[config.mk]
export PLATFORM = sky130hd
export DESIGN_NAME = mult_share_sched
export DESIGN_NICKNAME = d
export VERILOG_FILES = /design/src/rtl/mult_share_sched_pkg.sv /design/src/rtl/mult_rr_arbiter.sv /design/src/rtl/mult_share_sched.sv
export SDC_FILE = /design/constraint.sdc
export NUM_CORES = 1
export LEC_CHECK = 0
export BUFFER_PORTS_ARGS = -buffer_cell sky130_fd_sc_hd__buf_2
export CAP_MARGIN = 20
export CORE_AREA = 4 4 77 79
export DETAILED_ROUTE_END_ITERATION = 8
export DIE_AREA = 0 0 81 83
export PLACE_DENSITY = 0.83
export SLEW_MARGIN = 20
export SYNTH_ARGS = -nofsm -noshare
export SYNTH_HDL_FRONTEND = slang
export SYNTH_SLANG_ARGS = --single-unit
[constraint.sdc]
create_clock -name clk -period 3.8 [get_ports clk]
set_input_delay 0.57 -clock clk [delete_from_list [all_inputs] [get_ports clk]]
set_output_delay 0.57 -clock clk [all_outputs]
set_load 0.02 [all_outputs]
[src/rtl/mult_share_sched_pkg.sv]
// Shared definitions for the multiplier-sharing scheduler: FSM state encoding
// and default sizing. Imported by mult_share_sched and mult_rr_arbiter.
// No logic, no latency, no flow control of its own.
package mult_share_sched_pkg;

   localparam int DEF_NREQ       = 4;
   localparam int DEF_WIDTH      = 16;
   localparam int DEF_WDOG_LIMIT = 65535;
   localparam int WDOG_W         = 16;    // watchdog counter width
   localparam int GID_W          = 3;     // grant index width, covers NREQ up to 8

   // 3-bit state encoding of the scheduler FSM
   typedef enum logic [2:0] {
      ST_IDLE = 3'd0,
      ST_LDA  = 3'd1,
      ST_LDB  = 3'd2,
      ST_ITER = 3'd3,
      ST_DONE = 3'd4
   } state_t;

endpackage

[src/rtl/mult_rr_arbiter.sv]
// Purpose: combinational round-robin pick of one requester, searching upward
//          from (ptr+1) mod NREQ and wrapping.
// Latency: zero (pure combinational). Backpressure: none, caller samples gnt
//          only when it can accept a grant.
// Ports:
//   req  in  NREQ  request levels
//   ptr  in  3     index of the last served requester
//   gnt  out 3     chosen requester index (0 when vld is low)
//   vld  out 1     at least one request is set
module mult_rr_arbiter
   import mult_share_sched_pkg::*;
#(
   parameter int NREQ = DEF_NREQ
) (
   input  logic [NREQ-1:0]  req,
   input  logic [GID_W-1:0] ptr,
   output logic [GID_W-1:0] gnt,
   output logic             vld
);

   // Widen to 8 so a 3-bit index is always in range whatever NREQ is.
   logic [7:0] req8;
   assign req8 = 8'(req);

   always_comb begin
      logic [GID_W-1:0] idx;
      gnt = '0;
      vld = 1'b0;
      idx = '0;
      // Offset 1 first: the last served requester gets the lowest priority.
      for (int i = 1; i <= NREQ; i++) begin
         idx = GID_W'((int'(ptr) + i) % NREQ);
         if (!vld && req8[idx]) begin
            vld = 1'b1;
            gnt = idx;
         end
      end
   end

endmodule

[src/rtl/mult_share_sched.sv]
// Purpose: round-robin scheduler sharing one repeated-addition multiplier
//          datapath (A, B, P regs, eqz flag) among NREQ requesters.
// Latency: req seen in IDLE at cycle t -> ack at t+4+op_b. Backpressure:
//          requests wait (level held) while busy; none lost while held.
// Optional feature: MULT_SCHED_WDOG_EN adds an ITER watchdog (err pulse).
// Ports:
//   clk, rst_n          clock, synchronous active-low reset
//   req/op_a/op_b       per-requester request level and packed operands
//   ack/result/err      completion pulse, product, watchdog-abort pulse
//   busy/grant_id       not-idle flag, current/last granted index
//   dp_data + strobes   drive the shared datapath (ld_a ld_b ld_p clr_p dec_b)
//   eqz/dp_prod         datapath B==0 flag and P register
module mult_share_sched
   import mult_share_sched_pkg::*;
#(
   parameter int NREQ       = DEF_NREQ,
   parameter int WIDTH      = DEF_WIDTH,
   parameter int WDOG_LIMIT = DEF_WDOG_LIMIT
) (
   input  logic                   clk,
   input  logic                   rst_n,
   input  logic [NREQ-1:0]        req,
   input  logic [NREQ*WIDTH-1:0]  op_a,
   input  logic [NREQ*WIDTH-1:0]  op_b,
   output logic [NREQ-1:0]        ack,
   output logic [WIDTH-1:0]       result,
   output logic                   err,
   output logic                   busy,
   output logic [GID_W-1:0]       grant_id,
   output logic [WIDTH-1:0]       dp_data,
   output logic                   ld_a,
   output logic                   ld_b,
   output logic                   ld_p,
   output logic                   clr_p,
   output logic                   dec_b,
   input  logic                   eqz,
   input  logic [WIDTH-1:0]       dp_prod
);

   state_t           state, state_nxt;
   logic [GID_W-1:0] rr_ptr;
   logic [GID_W-1:0] arb_gnt;
   logic             arb_vld;
   logic [WIDTH-1:0] result_q;
   logic [WIDTH-1:0] sel_a, sel_b;
   logic             wdog_hit;
   logic             err_q;

   mult_rr_arbiter #(.NREQ(NREQ)) u_arb (
      .req (req),
      .ptr (rr_ptr),
      .gnt (arb_gnt),
      .vld (arb_vld)
   );

   // Operands of the granted requester; req and operands of others are ignored.
   assign sel_a = op_a[int'(grant_id)*WIDTH +: WIDTH];
   assign sel_b = op_b[int'(grant_id)*WIDTH +: WIDTH];

   // ---------------- state register ----------------
   always_ff @(posedge clk) begin
      if (!rst_n) state <= ST_IDLE;
      else        state <= state_nxt;
   end

   // ---------------- next-state logic ----------------
   always_comb begin
      state_nxt = state;
      case (state)
         ST_IDLE: if (arb_vld) state_nxt = ST_LDA;
         ST_LDA:  state_nxt = ST_LDB;
         ST_LDB:  state_nxt = ST_ITER;
         ST_ITER: if (eqz || wdog_hit) state_nxt = ST_DONE;
         ST_DONE: state_nxt = ST_IDLE;
         default: state_nxt = ST_IDLE;
      endcase
   end

   // ---------------- output decode ----------------
   // Only LDA/LDB drive the bus and only one load strobe is live per state,
   // so ld_a, ld_b and ld_p can never overlap.
   always_comb begin
      dp_data = '0;
      ld_a    = 1'b0;
      ld_b    = 1'b0;
      ld_p    = 1'b0;
      clr_p   = 1'b0;
      dec_b   = 1'b0;
      ack     = '0;
      busy    = (state != ST_IDLE);
      result  = result_q;
      case (state)
         ST_LDA: begin
            dp_data = sel_a;
            ld_a    = 1'b1;
         end
         ST_LDB: begin
            dp_data = sel_b;
            ld_b    = 1'b1;
            clr_p   = 1'b1;
         end
         ST_ITER: begin
            ld_p  = ~eqz;
            dec_b = ~eqz;
         end
         ST_DONE: begin
            ack    = NREQ'(1) << grant_id;
            // P is final in DONE; expose it in the ack cycle, held afterwards.
            result = dp_prod;
         end
         default: ;
      endcase
   end

   // ---------------- grant, pointer, result ----------------
   always_ff @(posedge clk) begin
      if (!rst_n) begin
         grant_id <= '0;
         rr_ptr   <= GID_W'(NREQ-1);
         result_q <= '0;
      end else begin
         if (state == ST_IDLE && arb_vld) grant_id <= arb_gnt;
         if (state == ST_DONE) begin
            rr_ptr   <= grant_id;
            result_q <= dp_prod;
         end
      end
   end

`ifdef MULT_SCHED_WDOG_EN
   logic [WDOG_W-1:0] wdog_cnt;

   // wdog_cnt equals the number of ITER cycles already spent, so a hit in
   // the WDOG_LIMIT-th ITER cycle leaves for DONE after exactly WDOG_LIMIT.
   assign wdog_hit = (state == ST_ITER) && !eqz &&
                     (wdog_cnt == WDOG_W'(WDOG_LIMIT-1));

   always_ff @(posedge clk) begin
      if (!rst_n) begin
         wdog_cnt <= '0;
         err_q    <= 1'b0;
      end else begin
         if (state == ST_LDB)       wdog_cnt <= '0;
         else if (state == ST_ITER) wdog_cnt <= wdog_cnt + 1'b1;
         // Rewritten in every ITER cycle, so it reflects how ITER was left.
         if (state == ST_ITER)      err_q    <= wdog_hit;
      end
   end

   assign err = (state == ST_DONE) && err_q;
`else
   logic unused_wdog;

   assign wdog_hit    = 1'b0;
   assign err_q       = 1'b0;
   assign unused_wdog = ^{err_q, WDOG_LIMIT[0]};
   assign err         = 1'b0;
`endif

endmodule

* Word level (Yosys, flattened, before mapping) *
Index checks and enable logic that the tools add are counted.

operators by class
  reductions and logical operators = 14
  bitwise logic cells = 5
  mux-type cells = 25
  shift operators = 3
  magnitude comparators = 4
  equality and inequality tests = 6
  add/sub/neg operators = 4

operators with widths
  operator                                                                       number
  64-bit by 8-bit variable part select with 16-bit output                        2
  16-bit one-hot mux with 2 select lines                                         1
  3-bit two-way mux                                                              6
  3-bit by 4-bit less-than comparator with 1-bit output (second input constant)  4
  16-bit two-way mux                                                             1
  1-bit binary-select mux with 3-bit select                                      4
  3-bit one-hot mux with 4 select lines                                          1
  1-bit two-way mux                                                              11
  2-bit OR reduction                                                             4
  3-bit by 2-bit == test with 1-bit output (second input constant)               2
  2-bit by 1-bit adder with 2-bit output (second input constant)                 2
  2-bit adder (second input constant)                                            2
  1-bit bitwise AND (first input constant)                                       4
  1-bit logical AND                                                              4
  4-bit two-way mux                                                              1
  2-bit inequality test (second input constant)                                  2
  1-bit by 3-bit << shifter with 4-bit output (first input constant)             1
  3-bit by 1-bit == test with 1-bit output (second input constant)               1
  3-bit == test (second input constant)                                          1
  1-bit zero test                                                                3
  3-bit zero test                                                                1
  3-bit nonzero test                                                             1
  2-bit AND reduction                                                            1
  1-bit NOT                                                                      1

word-level totals
  input bits = 151
  register bits = 24
  output and inout bits = 46
  logic and storage cells = 65

* Depth between registers and ports, before layout *
  word-level depth = 17
  mapped depth = 6
  mapped depth without buffers = 4

* Hierarchy *
From an unflattened synthesis, not the netlist that was laid out.

unflattened totals
  cell total of the unflattened synthesis = 176
  area total of the unflattened synthesis = 2,353.5 sq um

by module, submodules not included
  module            cells each  times used  area an instance (sq um)  seq. area each (sq um)
  mult_share_sched  160         1           2,250.9                   500.5
  mult_rr_arbiter   16          1           102.6                     0.0

* Worst setup path before layout *
OpenSTA, ideal clock, no wires.

  path type = register to output
  start point = register grant_id[0]
  end point = output port dp_data[10]
  path buffers = 2
  cell stages (with the launch flop) = 5
  required time = 3,230 ps
  arrival = 1,627 ps
  slack = 1,603 ps
  cell sequence = dfxtp_1 -> buf_4 -> buf_6 -> mux4_2 -> a22o_1

on the way
  cells in the longest elaborated chain, start to end = 2
  elaborated cells between the ends (all ways) = 3
  those cells by class = 2 x shift; 1 x mux

RTL lines
  element                                                                            RTL line                                        text
  start, declared                                                                    mult_share_sched.sv:29                          output logic [GID_W-1:0] grant_id,
  start signal, assigned                                                             mult_share_sched.sv:122                         if (state == ST_IDLE && arb_vld) grant_id <= arb_gnt;
  64-bit by 8-bit variable part select with 16-bit output, on equally long branches  mult_share_sched.sv:58, mult_share_sched.sv:57
  16-bit one-hot mux with 2 select lines (*)                                         mult_share_sched.sv:92                          case (state)
  end, declared                                                                      mult_share_sched.sv:30                          output logic [WIDTH-1:0] dp_data,

Mark *: on every way between the ends. The rest lies on a longest branch, timed or not.

* Final worst setup path *
  start point = register state[1]
  end point = output port dp_data[14]

on the way
  cells in the longest elaborated chain, start to end = 2
  elaborated cells between the ends (all ways) = 3
  those cells by class = 2 x eq/ne; 1 x mux

RTL lines
  element                                                                                               RTL line                text
  start, declared                                                                                       mult_share_sched.sv:40  state_t state, state_nxt;
  start signal, assigned                                                                                mult_share_sched.sv:63  else state <= state_nxt;
  3-bit by 2-bit == test with 1-bit output or 3-bit by 1-bit == test with 1-bit output (tied branches)  mult_share_sched.sv:92
  16-bit one-hot mux with 2 select lines (*)                                                            mult_share_sched.sv:92

Marks and branches as above.

==> results.sh <==
export IMPL_drtPass1Iterations=4
export IMPL_route_detailed_drc=0
export IMPL_antenna_found_initial=0
export IMPL_status="completed"
export IMPL_cts_hold_buf=0
export IMPL_tns_ps=0
export IMPL_wl_per_cell_microns=17.82
export IMPL_cts_path_max_buffers=2
export IMPL_drt_iter0_drc=91
export IMPL_nFillCells=483
export IMPL_post_place_ws_ps=1159
export IMPL_crit_chain="nor3b_4 -> buf_4 -> mux4_1 -> a22o_1 -> buf_2"
export IMPL_vias=2242
export IMPL_rows=27
export IMPL_die_x_microns=81
export IMPL_pin_count=197
export IMPL_root_buffer="clkbuf_8"
export IMPL_slew_viol_final=0
export IMPL_die_area_sq_um=6723
export IMPL_cap_violations=0
export IMPL_fin_ws_ps=868.2
export IMPL_fmaxAchievable_ghz=0.3411
export IMPL_ir_worst_vdd_mv=0.2109
export IMPL_start_util=0.3837
export IMPL_grt_ovfl_total=0
export IMPL_core_area_sq_um=5338
export IMPL_post_place_cells=420
export IMPL_fp_dieH_microns=83
export IMPL_synth_cells=171
export IMPL_diodes=0
export IMPL_layout_nets=504
export IMPL_grt_pass1_vias=2388
export IMPL_cp_buffers_inverters=2
export IMPL_wl_microns=7557
export IMPL_final_common_cell="buf_2"
export IMPL_cts_resized=0
export IMPL_yosysUniqueCellTypes=34
export IMPL_critPathRequiredTime_ps=3230
export IMPL_ant_nets=0
export IMPL_synth_top_area_frac=0.3409
export IMPL_cts_buffers=3
export IMPL_grtUsageTotal=0.2166
export IMPL_clock_sinks=23
export IMPL_final_cell_mix="buf_2 (194), mux4_2 (31), dfxtp_1 (22), and2_1 (18), a22o_1 (16)"
export IMPL_crit_path_start_kind="flop"
export IMPL_cts_tree="done"
export IMPL_critPathKind="flop to primary output"
export IMPL_cts_max_level=1
export IMPL_worst_slew_pin_slew_ps=1039
export IMPL_critPathTopFamily="multiplexers"
export IMPL_hold_violations=0
export IMPL_rsz0062_at_grt="no"
export IMPL_synth_area_leaders="mux4_2 (34%), dfxtp_1 (22%), mux2_2 (8.2%)"
export IMPL_port_buffers=194
export IMPL_grt_pass1_wl_microns=11360
export IMPL_max_slew_margin=0.3036
export IMPL_end_kind="primary output"
export IMPL_hpwl_microns=6517
export IMPL_drive_above_1_share=0.7102
export IMPL_crit_slowest_cell="mux4_1"
export IMPL_synth_area_sq_um=2048
export IMPL_min_period_over_period=0.7715
export IMPL_syn2layout_area_growth_pct=48.08
export IMPL_path_max_fanout=34
export IMPL_synth_seq_area_share=0.2248
export IMPL_cts_setup_buffers=0
export IMPL_finalSetupViolations=0
export IMPL_vias_per_cell=5.288
export IMPL_finalNonFillerCells=424
export IMPL_fin_skew_ps=2.439
export IMPL_min_period_ps=2932
export IMPL_avgSynthCellArea_sq_um=11.98
export IMPL_ys_ff_latch=23
export IMPL_pwr_density_cell_nw_per_um2=263.4
export IMPL_hp_class="flop to flop"
export IMPL_cp_slowest_stage_delay_ps=610
export IMPL_finalWeightedCongestion=0.8910
export IMPL_grt_max_degree=35
export IMPL_leakage_nw=1.537
export IMPL_yosysWarnings=0
export IMPL_arrival_ps=2360
export IMPL_clk_latency_ps=260
export IMPL_synth_top_area_cell="mux4_2"
export IMPL_clkTransAtPathRegs_ps=80
flip-flops by register name, indices dropped and copies added (netlist names):
signal,cells
state,3
grant_id,2
rr_ptr,2
result_q,16
logic make-up after synthesis:
| kind of cell | Yosys count | share of synthesized area |
|---|---|---|
| mux | 49 | 0.4465 |
| simple gates | 48 | 0.1405 |
| compound gates | 27 | 0.1063 |
| flops | 23 | 0.2248 |
| buf+inv | 22 | 0.07575 |
| xor+xnor | 1 | 0.004277 |
| other cells | 1 | 0.001831 |
per-stage QoR:
stage	power, mW	utilization	cell area (sq um)	hold slack [ps]
floorplan	0.5312	-	2052	497.0
global placement	0.6504	0.5586	2982	522.8
detailed placement	0.6603	0.5586	2982	536.0
CTS	0.8069	0.5670	3027	552.3
global route	0.8501	0.5682	3033	563.7
finish	0.7988	0.5682	3033	550.6
worst paths after layout:
check	slack (ps)	to	start	cells after the start
min reg2reg	550	rr_ptr[0]$_SDFFE_PN1P_	rr_ptr[0]$_SDFFE_PN1P_	2
max reg2reg	1820	result_q[3]$_SDFF_PN0_	state[0]$_SDFFE_PN0P_	4
min	550	rr_ptr[0]$_SDFFE_PN1P_	rr_ptr[0]$_SDFFE_PN1P_	2
max	870	dp_data[14]	state[1]$_SDFFE_PN0P_	5
worst register-to-register path, stage by stage (launching register included):
cell     delay, ps
dfxtp_1        390
nor2_1         190
and2_1         700
mux2_2         430
and2_1         160
Yosys cell counts:
cell type and number:
mux2_2 15, buf_6 4, a21boi_1 1, nand3_1 2
nor3b_4 1, mux4_1 1, o221ai_1 2, mux2_1 1
nand2b_1 4, nor3_2 1, buf_2 4, buf_4 10
clkbuf_1 2, conb_1 1, and3_1 2, dfxtp_1 23
a22o_1 16, o21bai_1 1, nor3b_1 1, nor3b_2 1
or4_1 1, xnor2_1 1, o211ai_1 1, a21oi_1 4
mux2i_1 1, inv_1 2, nor2b_1 1, nor3_1 4
nor2_1 6, o22ai_1 1, o221a_2 1, mux4_2 31
nand2_1 6, and2_1 18
cell type report:
type,instances,area (sq um),share of cell area
Multi-Input combinational cell,127,1443,0.4757
Inverter,2,7.507,0.002475
Timing Repair Buffer,196,985.9,0.3251
Sequential cell,23,461.7,0.1522
Clock buffer,4,45.04,0.01485
Tap cell,72,90.09,0.02970
per-layer routing:
layer,global-route usage,share of wire
met4,0.1029,0.043
met5,0,0
met3,0.06399,0.12
met1,0.2143,0.33
met2,0.3988,0.51
power breakdown:
| part | switching (mW) | total [mW] | internal, mW |
|---|---|---|---|
| Clock | 0.0711 | 0.146 | 0.0746 |
| Combinational | 0.185 | 0.396 | 0.211 |
| Sequential | 0.00978 | 0.257 | 0.247 |
| Total | 0.266 | 0.799 | 0.532 |
No activity file was read; power rests on OpenSTA's default activity.
